File: config.mk
export PLATFORM = sky130hd
export DESIGN_NAME = param_sync_fifo
export DESIGN_NICKNAME = d
export VERILOG_FILES = /design/src/rtl/param_sync_fifo.sv
export SDC_FILE = /design/constraint.sdc
export NUM_CORES = 1
export LEC_CHECK = 0
export ABC_AREA = 1
export CAP_MARGIN = 20
export CORE_UTILIZATION = 60
export CTS_CLUSTER_SIZE = 25
export DETAILED_ROUTE_END_ITERATION = 10
export GPL_TIMING_DRIVEN = 0
export PLACE_DENSITY = 0.89
export SYNTH_ARGS = -nofsm -noshare
export SYNTH_HDL_FRONTEND = slang
export SYNTH_SLANG_ARGS = --single-unit
export TNS_END_PERCENT = 30
File: constraint.sdc
create_clock -name clk -period 3.36 [get_ports clk]
set_clock_uncertainty 0.1 [all_clocks]
set_input_delay 0.336 -clock clk [delete_from_list [all_inputs] [get_ports clk]]
set_output_delay 0.336 -clock clk [all_outputs]
set_load 0.01 [all_outputs]
File: src/rtl/param_sync_fifo.sv
// Synchronous single-clock FIFO with occupancy flags and overflow/underflow pulses.
// Latency: a write shows up in count and flags 1 cycle after the edge that accepts it. A standard-mode read gives data_out 1 cycle after r_en.
// Backpressure: a write is rejected while full and a read is rejected while empty. Each rejection pulses overflow or underflow for one cycle.
//
// Optional feature macro: PARAM_SYNC_FIFO_FWFT_EN
//   undefined : standard mode. data_out is registered on an accepted read and held otherwise.
//   defined   : first-word-fall-through. data_out shows the head word whenever empty=0.
//
// Ports:
//   clk          sole clock, rising edge
//   rst          synchronous active-high reset; takes priority over w_en/r_en
//   w_en/data_in write request and write data
//   r_en         read request
//   data_out     read data (see mode above)
//   full/empty   occupancy == DEPTH / occupancy == 0
//   almost_full  occupancy >= AF_LEVEL
//   almost_empty occupancy <= AE_LEVEL
//   count        occupancy 0..DEPTH
//   overflow     one-cycle pulse after a rejected write
//   underflow    one-cycle pulse after a rejected read
module param_sync_fifo #(
   parameter int DATA_W   = 8,
   parameter int DEPTH    = 16,
   parameter int AF_LEVEL = DEPTH - 2,
   parameter int AE_LEVEL = 2
) (
   input  logic                     clk,
   input  logic                     rst,
   input  logic                     w_en,
   input  logic                     r_en,
   input  logic [DATA_W-1:0]        data_in,
   output logic [DATA_W-1:0]        data_out,
   output logic                     full,
   output logic                     empty,
   output logic                     almost_full,
   output logic                     almost_empty,
   output logic [$clog2(DEPTH):0]   count,
   output logic                     overflow,
   output logic                     underflow
);

   localparam int AW = $clog2(DEPTH);
   localparam int PW = AW + 1;

   // Each pointer carries one wrap bit above the address bits.
   // This distinguishes full from empty when the address bits are equal.
   logic [PW-1:0]     wr_ptr_q, wr_ptr_d;
   logic [PW-1:0]     rd_ptr_q, rd_ptr_d;
   logic              overflow_q, overflow_d;
   logic              underflow_q, underflow_d;
   logic [DATA_W-1:0] mem_q [DEPTH];
   logic [DATA_W-1:0] head;
   logic              wr_acc;
   logic              rd_acc;

   // Flags and count are derived only from registered pointers.
   // This keeps w_en and r_en out of every output path.
   assign empty        = (wr_ptr_q == rd_ptr_q);
   assign full         = (wr_ptr_q[AW-1:0] == rd_ptr_q[AW-1:0]) &&
                         (wr_ptr_q[AW] != rd_ptr_q[AW]);
   assign count        = wr_ptr_q - rd_ptr_q;
   assign almost_full  = (count >= PW'(AF_LEVEL));
   assign almost_empty = (count <= PW'(AE_LEVEL));
   assign overflow     = overflow_q;
   assign underflow    = underflow_q;

   // Acceptance looks only at the pre-edge flags.
   // When full, a read is still taken. When empty, a write is still taken.
   assign wr_acc = w_en && !full;
   assign rd_acc = r_en && !empty;
   assign head   = mem_q[rd_ptr_q[AW-1:0]];

   always_comb begin
      wr_ptr_d    = wr_ptr_q;
      rd_ptr_d    = rd_ptr_q;
      overflow_d  = w_en && full;
      underflow_d = r_en && empty;
      if (wr_acc) begin
         wr_ptr_d = wr_ptr_q + PW'(1);
      end
      if (rd_acc) begin
         rd_ptr_d = rd_ptr_q + PW'(1);
      end
   end

   always_ff @(posedge clk) begin
      if (rst) begin
         wr_ptr_q    <= '0;
         rd_ptr_q    <= '0;
         overflow_q  <= 1'b0;
         underflow_q <= 1'b0;
      end else begin
         wr_ptr_q    <= wr_ptr_d;
         rd_ptr_q    <= rd_ptr_d;
         overflow_q  <= overflow_d;
         underflow_q <= underflow_d;
      end
   end

   // Storage is never cleared. Resetting the pointers is enough to discard its contents.
   always_ff @(posedge clk) begin
      if (!rst && wr_acc) begin
         mem_q[wr_ptr_q[AW-1:0]] <= data_in;
      end
   end

`ifdef PARAM_SYNC_FIFO_FWFT_EN
   // The head word is read straight from storage.
   // It is visible in the cycle after it is written, together with empty dropping.
   // The output is forced to zero while empty, so reset leaves it at zero.
   assign data_out = empty ? '0 : head;
`else
   logic [DATA_W-1:0] data_out_q, data_out_d;

   always_comb begin
      data_out_d = data_out_q;
      if (rd_acc) begin
         data_out_d = head;
      end
   end

   always_ff @(posedge clk) begin
      if (rst) begin
         data_out_q <= '0;
      end else begin
         data_out_q <= data_out_d;
      end
   end

   assign data_out = data_out_q;
`endif

endmodule

# Word-level counts from Yosys, hierarchy flattened
# Memories as Yosys holds them, arrays and structs flattened. A register that Yosys moved wholly into a read port is not among the register bits.
# Index checks and enable logic that the tools add are counted.
[word_totals]
ff_bits = 12
latchBits = 0
ramBits = 128
mem_bits_ro = 0
in_bits = 12
n_memories = 1
[memory_table]
columns = ["memory", "words", "width", "read_ports", "rd_clocked_by_memory_dff", "write_ports", "line_no", "rtl"]
rows = [
  ["mem_q", 16, 8, 1, 1, 1, "51", "logic [DATA_W-1:0] mem_q [DEPTH];"],
]
[classes]
add_sub_neg = 3
multipliers = 0
div_mod_pow = 0
n_lt_le_gt_ge = 2
eq_ne = 3
n_shift = 0
muxes = 2
n_bitwise = 0
reduce_logical = 9
[op_table]
columns = ["cell", "count"]
rows = [
  ["$add A5 B1 Y5 const B", 2],
  ["$logic_and A1 B1 Y1", 6],
  ["$eq A5 B5 Y1", 1],
  ["$ge A5 B4 Y1 const B", 1],
  ["$le A5 B2 Y1 const B", 1],
  ["$sub A5 B5 Y5", 1],
  ["$eq A4 B4 Y1", 1],
  ["$logic_not A1 Y1", 3],
  ["$mux W1", 2],
  ["$ne A1 B1 Y1", 1],
]

# Depth between registers and ports, before layout
# Gate-level depths: netlist of run 1.
[depth]
word_depth = 7
ltp_mapped = 13

# Least setup slack after synthesis of run 1
# No wires, ideal clock.
[synth_path]
path_type = "register -> register"
startpoint = "register rd_ptr_q[2]"
endpoint = "memory mem_q[0][0] (enable)"
arrival_ns = 1.934
setup_slack_ns = 0.955
path_stages_with_launch = 11
path_buffers = 1
synth_period_minus_slack_ns = 2.405
path_cell_list = "dfxtp_1 inv_1 clkbuf_1 ha_1 nand2_2 nor2_2 nand2_1 nand2_2 nor2_2 nand2_1 nor2_1"
[synth_via]
elab_chain_len = 7
[synth_lines]
columns = ["item", "line_no", "rtl"]
rows = [
  ["start: declaration", "48", "logic [PW-1:0] rd_ptr_q, rd_ptr_d;"],
  ["start signal: assignment", "94", "rd_ptr_q <= rd_ptr_d;"],
  ["$eq A4 B4 Y1", "59", "assign full = (wr_ptr_q[AW-1:0] == rd_ptr_q[AW-1:0]) &&"],
  ["$logic_and A1 B1 Y1", "59", ""],
  ["$logic_not A1 Y1", "69", "assign wr_acc = w_en && !full;"],
  ["$logic_and A1 B1 Y1", "69", ""],
  ["$logic_and A1 B1 Y1", "102", "if (!rst && wr_acc) begin"],
  ["$mux W1", "102", ""],
  ["$mux W1 (implied by the code)", "103", "mem_q[wr_ptr_q[AW-1:0]] <= data_in;"],
  ["end: declaration", "51", ""],
]
# No other way between the ends.

# Final worst setup path of run 1
[layout_path]
startpoint = "register rd_ptr_q[1]"
endpoint = "output almost_full"
[layout_via]
elab_chain_len = 2
[layout_lines]
columns = ["item", "line_no", "rtl"]
rows = [
  ["$sub A5 B5 Y5", "61", "assign count = wr_ptr_q - rd_ptr_q;"],
  ["$ge A5 B4 Y1", "62", "assign almost_full = (count >= PW'(AF_LEVEL));"],
  ["end: declaration", "35", "output logic almost_full,"],
]
# No other way between the ends.

==> results.json, run 1 <==
{
  "layout.nets": 719,
  "ant_nets": 0,
  "cts_max_path_buffers": 2,
  "tightestPinTransition_ns": 0.809,
  "ys_warn_count": 0,
  "grt-ovfl-total": 0,
  "rsz0062_at_grt": "no",
  "initial_core_util": 0.626,
  "die_width_um": 106,
  "slew_viol_final": 0,
  "crit_type": "reg -> out",
  "antenna_found_initial": 0,
  "critical_path.max_fanout": 11,
  "p_leak_nw": 3.15,
  "n_antenna_cell": 0,
  "grt_max_degree": 17,
  "first_pass_iters": 6,
  "startpoint": "rd_ptr_q[1]$_SDFFE_PP0P_",
  "ioPinCount": 31,
  "synth-edff-count": 128,
  "synth_cells": 648,
  "synth_common_cells": "nand2_1 (185), edfxtp_1 (128), nand3_1 (95), inv_1 (94), a21oi_1 (28)",
  "startpoint_type": "flop",
  "numCtsBuffers": 17,
  "wl_um": 16300,
  "synth-adder-area-share": 0.0203,
  "worst_r2r_path_depth": 11,
  "cpPeakStageDelay_ns": 0.53,
  "clk_latency_ns": 0.53,
  "slowest_stage": "clkdlybuf4s50_1",
  "synthToLayoutAreaGrowth_pct": 16.9,
  "r2r-start": "rd_ptr_q[1]$_SDFFE_PP0P_",
  "maxCapViolations": 0,
  "cpMostUsedCell": "nand3_1",
  "synth_area_mm2": 0.00652,
  "status": "completed",
  "port_buffers": 30,
  "max_freq_mhz": 309,
  "fin_area_mm2": 0.00762,
  "synth_fp_nets": 670,
  "vias": 4990,
  "yosysTopAreaCell": "edfxtp_1",
  "cp_data_arrival_time_ns": 2.80,
  "vdd_drop_max_v": 0.000429,
  "finalCritPeriodShare": 0.964,
  "muxShareOfSynthArea": 0,
  "place_congestion": 0.907,
  "wl_per_cell_um": 19.2,
  "syn_avg_cell_area_um2": 10.1,
  "crit_end": "almost_full",
  "fp-row-count": 37,
  "vias_per_cell": 5.90,
  "drtIter0Drc": 777,
  "hold_violations": 0,
  "end_kind": "primary output",
  "finalSetupTns_ns": 0,
  "drive_gt1_frac": 0.0986,
  "finalSetupViolCount": 0,
  "seq_area_frac_synth": 0.651,
  "synth_top_family_by_area": "simple AND/OR/NAND/NOR gates",
  "hold_depth": 3,
  "cts-root-buf": "clkbuf_8",
  "grtUsageTotal": 0.305,
  "slew_headroom": 0.459,
  "synth_area_leaders": "edfxtp_1 (59%), nand2_1 (11%), nand3_1 (7.3%)",
  "dp_hpwl_um": 10500,
  "dieArea_mm2": 0.0113,
  "timing.rr.end": "mem_q[7][1]$_DFFE_PP_",
  "ys_ff_latch": 148,
  "drc": 0,
  "synth_top_flop_cell": "edfxtp_1",
  "synth_top_area_frac": 0.590,
  "coreArea_mm2": 0.0104,
  "synth-xor-area-share": 0.00940,
  "critPathRequiredTime_ns": 2.92,
  "yosys.area_share.simple": 0.206,
  "die_height_um": 106,
  "synth_compound_area_frac": 0.0320,
  "ctsHoldBuffers": 0,
  "grt_pass1_wl_um": 24800,
  "path_cells": "clkbuf_4 -> inv_2 -> buf_4 -> ha_1 -> nand3_1 -> nand2_1 -> xor2_2 -> nand3_1 -> nand3_1 -> clkdlybuf4s50_1",
  "synthArstFlopShare": 0,
  "cts.reportedPaths.clkPinSlew_ns": 0.07,
  "cts_tree": "built",
  "htree_levels": 4,
  "yosysMostFrequentCell": "nand2_1",
  "ys_types": 24,
  "hold_class": "in -> reg",
  "cts_sinks": 148,
  "power_density_mw_per_mm2": 629,
  "fin_crit_ns": 3.24,
  "grt_pass1_vias": 4773,
  "r2r_slack_ns": 0.24,
  "placed_area_mm2": 0.00699
}
## registers in the layout, summed over array words and instances, names as in the netlist
register and flops:
overflow 1, data_out 8, underflow 1, mem_q 128, rd_ptr_q 5, wr_ptr_q 5
## where the power goes
group,total (mW),internal [mW],switching (mW)
clock,1.94,1.15,0.790
combinational,0.789,0.289,0.500
sequential,2.07,2.03,0.0320
## cells in the final DEF (no fill, tap or decap), drive strengths merged
cell / count
a21oi: 29
buf: 20
bufinv: 3
clkbuf: 24
clkdlybuf4s50: 29
clkinv: 7
clkinvlp: 1
dfxtp: 20
dlygate4sd2: 1
edfxtp: 128
fa: 1
ha: 9
inv: 103
nand2: 190
nand3: 97
nor2: 28
nor3b: 1
o21ai: 12
xor2: 7
## cell families after synthesis
group           after synthesis
flops                       148
xor+xnor                      7
simple gates                316
compound gates               41
fa+ha+maj                    10
buf+inv                     126
## routing by layer
layer | vias to the layer above | part of all wire | global-route usage
met5 | - | 0 | 0
met4 | 0 | 0.034 | 0.132
met3 | 64 | 0.12 | 0.0601
met2 | 334 | 0.49 | 0.501
met1 | 2373 | 0.36 | 0.397
li1 | 2219 | - | -
## worst min path at each step
stage | end | from
floorplan | rd_ptr_q[3]$_SDFFE_PP0P_ | rst
global placement | wr_ptr_q[4]$_SDFFE_PP0N_ | wr_ptr_q[4]$_SDFFE_PP0N_
detailed placement | wr_ptr_q[4]$_SDFFE_PP0N_ | wr_ptr_q[4]$_SDFFE_PP0N_
CTS | underflow$_SDFF_PP0_ | r_en
global route | underflow$_SDFF_PP0_ | r_en
finish | underflow$_SDFF_PP0_ | r_en
## what timing repair did
action / in CTS / in global routing
setup endpoints to repair: 2 / 1
setup buffers: 0 / 0
gates resized for setup: 2 / 5
## worst max-delay path: cells and delay by family, from the launching register on
kind | cells | cell delay [ns]
adder cells (fa/ha/maj) | 1 | 0.30
XOR/XNOR | 1 | 0.20
flip-flops | 1 | 0.36
buffers and inverters | 4 | 1.02
AND/OR/NAND/NOR | 4 | 0.39
## per-stage QoR
stage	utilization	hold WS (ns)	total power, mW	setup WS (ns)	instances
3_3_place_gp	0.671	0.367	2.82	0.400	814
6_report	0.732	0.355	4.80	0.122	846
3_5_place_dp	0.671	0.377	2.86	0.313	814
5_1_grt	0.732	0.376	4.93	0.00574	846
4_1_cts	0.730	0.346	4.77	0.0674	846
2_1_floorplan	-	0.305	2.55	0.955	648
## area by class of cell
type	instances	area (µm²)
flip-flops and latches	148	4240
repair buffers	30	299
clock buffers	17	414
plain buffers	27	161
multi-input cells	374	1760
inverters	99	374
fillers	694	2800
well taps	136	170
clock inverters	15	196
Power figures use the tool's default switching activity.
==> inputs of run 2 (changes only) <==
--- a/config.mk
+++ b/config.mk
@@ -7,11 +7,11 @@
 export LEC_CHECK = 0
 export ABC_AREA = 1
 export CAP_MARGIN = 20
-export CORE_UTILIZATION = 60
+export CORE_UTILIZATION = 50
 export CTS_CLUSTER_SIZE = 25
 export DETAILED_ROUTE_END_ITERATION = 10
 export GPL_TIMING_DRIVEN = 0
-export PLACE_DENSITY = 0.89
+export PLACE_DENSITY = 0.78
 export SYNTH_ARGS = -nofsm -noshare
 export SYNTH_HDL_FRONTEND = slang
 export SYNTH_SLANG_ARGS = --single-unit
==> run 2 against run 1 <==
Compared with the run above: design area up 0.33%; clock-buffer cell count up 5; sequential cell count unchanged; final cell count up 4.1%; setup slack better by 0.12 ns; register-to-register slack about the same; combinational power down 3%; critical path type unchanged; largest power group unchanged.
==> results.json, run 2 (same netlist as run 1, synthesis figures left out) <==
{
  "synthToLayoutAreaGrowth_pct": 17.3,
  "grt_pass1_wl_um": 22900,
  "tightestPinTransition_ns": 0.835,
  "cpPeakStageDelay_ns": 0.53,
  "largest_register_ffs": 128,
  "cts_max_path_buffers": 2,
  "grt_util_met2": 0.399,
  "dp_hpwl_um": 9970,
  "startpoint_type": "flop",
  "fp-row-count": 41,
  "hold_class": "reg -> reg",
  "r2r_slack_ns": 0.25,
  "cp_data_arrival_time_ns": 2.68,
  "busiest_layer": "met2",
  "power_density_mw_per_mm2": 624,
  "crit_type": "reg -> out",
  "maxCapViolations": 0,
  "vias": 4615,
  "grt_util_met1": 0.301,
  "max_freq_mhz": 321,
  "layout.nets": 718,
  "cpMostUsedCell": "nand3_1",
  "finalCritPeriodShare": 0.927,
  "startpoint": "rd_ptr_q[1]$_SDFFE_PP0P_",
  "layout_common_cells": "nand2_1 (185), edfxtp_1 (128), nand3_1 (95)",
  "crit_buf_inv": 4,
  "ioPinCount": 31,
  "cts-root-buf": "clkbuf_16",
  "finalSetupTns_ns": 0,
  "placed_area_mm2": 0.00704,
  "cts.reportedPaths.clkPinSlew_ns": 0.05,
  "grtUsageTotal": 0.239,
  "grt-ovfl-total": 0,
  "ant_nets": 0,
  "htree_levels": 4,
  "p_switching_mw": 1.20,
  "hold_violations": 0,
  "die_height_um": 116,
  "dieArea_mm2": 0.0135,
  "n_antenna_cell": 0,
  "vdd_drop_max_v": 0.000554,
  "grt_max_degree": 17,
  "hold_start": "rd_ptr_q[4]$_SDFFE_PP0P_",
  "rsz0062_at_grt": "no",
  "antenna_found_initial": 0,
  "combPwrFrac": 0.161,
  "grtUsageMet3": 0.0566,
  "fillers": 1059,
  "drtIter0Drc": 417,
  "drive_gt1_frac": 0.0860,
  "slew_viol_final": 0,
  "path_cells": "clkbuf_4 -> inv_2 -> buf_2 -> ha_1 -> nand3_1 -> nand2_1 -> xor2_1 -> nand3_1 -> nand3_1 -> clkdlybuf4s50_1",
  "place_congestion": 0.830,
  "numCtsBuffers": 17,
  "critical_path.max_fanout": 11,
  "crit_family": "buffers and inverters",
  "drc": 0,
  "port_buffers": 30,
  "status": "completed",
  "power_mw": 4.77,
  "finalSetupViolCount": 0,
  "r2r-start": "rd_ptr_q[1]$_SDFFE_PP0P_",
  "coreArea_mm2": 0.0127,
  "cts_sinks": 148,
  "critPathRequiredTime_ns": 2.92,
  "pwr-share-clk": 0.407,
  "cts_tree": "built",
  "grt_pass1_vias": 4448,
  "fin_crit_ns": 3.11,
  "power_frac_seq": 0.432,
  "vias_per_cell": 5.24,
  "die_width_um": 116,
  "first_pass_iters": 5,
  "initial_core_util": 0.515,
  "fin_area_mm2": 0.00765,
  "end_kind": "primary output",
  "wl_um": 14900,
  "slowest_stage": "clkdlybuf4s50_1",
  "wl_per_cell_um": 16.9,
  "p_leak_nw": 3.14,
  "slew_headroom": 0.442,
  "clk_latency_ns": 0.42,
  "swShare": 0.251,
  "layout_commonest_cell": "nand2_1",
  "internal_power_mw": 3.58
}
run 2: cell types whose count changed in the layout (fill, tap and decap cells not counted), moves of 2 or more:
cell / before / now
clkinv_4: 6 / 0
clkbuf_1: 5 / 9
inv_6: 4 / 0
clkinv_1: 1 / 3
clkinvlp_4: 1 / 3
xor2_1: 5 / 7
xor2_2: 2 / 0
run 2: final timing paths:
path | to | cells past startpoint
max | almost_full | 10
min | rd_ptr_q[4]$_SDFFE_PP0P_ | 2
min reg2reg | rd_ptr_q[4]$_SDFFE_PP0P_ | 2
max reg2reg | mem_q[5][3]$_DFFE_PP_ | 11
run 2: metal layers:
layer | vias to the layer above | routed length [µm]
met5 | - | 0
met4 | 0 | 330
met3 | 37 | 1040
met2 | 168 | 7390
met1 | 2201 | 6140
li1 | 2209 | -
run 2: final cells by class:
cell class | count | area, µm² | area share
Buffer | 26 | 154 | 0.0201
Clock buffer | 22 | 454 | 0.0594
Clock inverter | 10 | 155 | 0.0203
Inverter | 99 | 374 | 0.0489
Multi-Input combinational cell | 374 | 1750 | 0.228
Sequential cell | 148 | 4240 | 0.555
Tap cell | 172 | 215 | 0.0281
Timing Repair Buffer | 30 | 303 | 0.0396
run 2: metrics by stage:
stage,setup slack (ns),hold WS [ns],utilization,std cells
2_1_floorplan,0.955,0.305,-,648
3_3_place_gp,0.371,0.367,0.555,850
3_5_place_dp,0.244,0.386,0.555,850
4_1_cts,0.0821,0.395,0.603,882
5_1_grt,0.0365,0.419,0.603,881
6_report,0.246,0.393,0.603,881
run 2: repair_timing:
action | CTS | global route
setup endpoints to repair | 0 | 2
endpoints found under the hold margin | 0 | 0
hold buffers | 0 | 0
setup buffers | 0 | 0
resized for setup | 0 | 2
run 2: power by group through the flow:
stage / Clock [mW] / Combinational, mW / Sequential [mW]
3_3_place_gp: 0 / 0.740 / 2.10
4_1_cts: 1.96 / 0.767 / 2.06
2_1_floorplan: 0 / 0.447 / 2.10
6_report: 1.94 / 0.769 / 2.06
5_1_grt: 2.04 / 0.840 / 2.07
3_5_place_dp: 0 / 0.762 / 2.10
run 2: worst register-to-register path, delay by kind of cell (launching register included):
| family | cells | cell delay (ns) |
|---|---|---|
| buf+inv | 3 | 0.60 |
| fa+ha+maj | 1 | 0.29 |
| flops | 1 | 0.31 |
| simple gates | 7 | 1.43 |
==> inputs of run 3 (changes only) <==
--- a/config.mk
+++ b/config.mk
@@ -6,7 +6,6 @@
 export NUM_CORES = 1
 export LEC_CHECK = 0
 export ABC_AREA = 1
-export CAP_MARGIN = 20
 export CORE_UTILIZATION = 50
 export CTS_CLUSTER_SIZE = 25
 export DETAILED_ROUTE_END_ITERATION = 10
==> results of run 3 <==
Same layout as run 2: the final DEF is identical, and so are final timing and power.
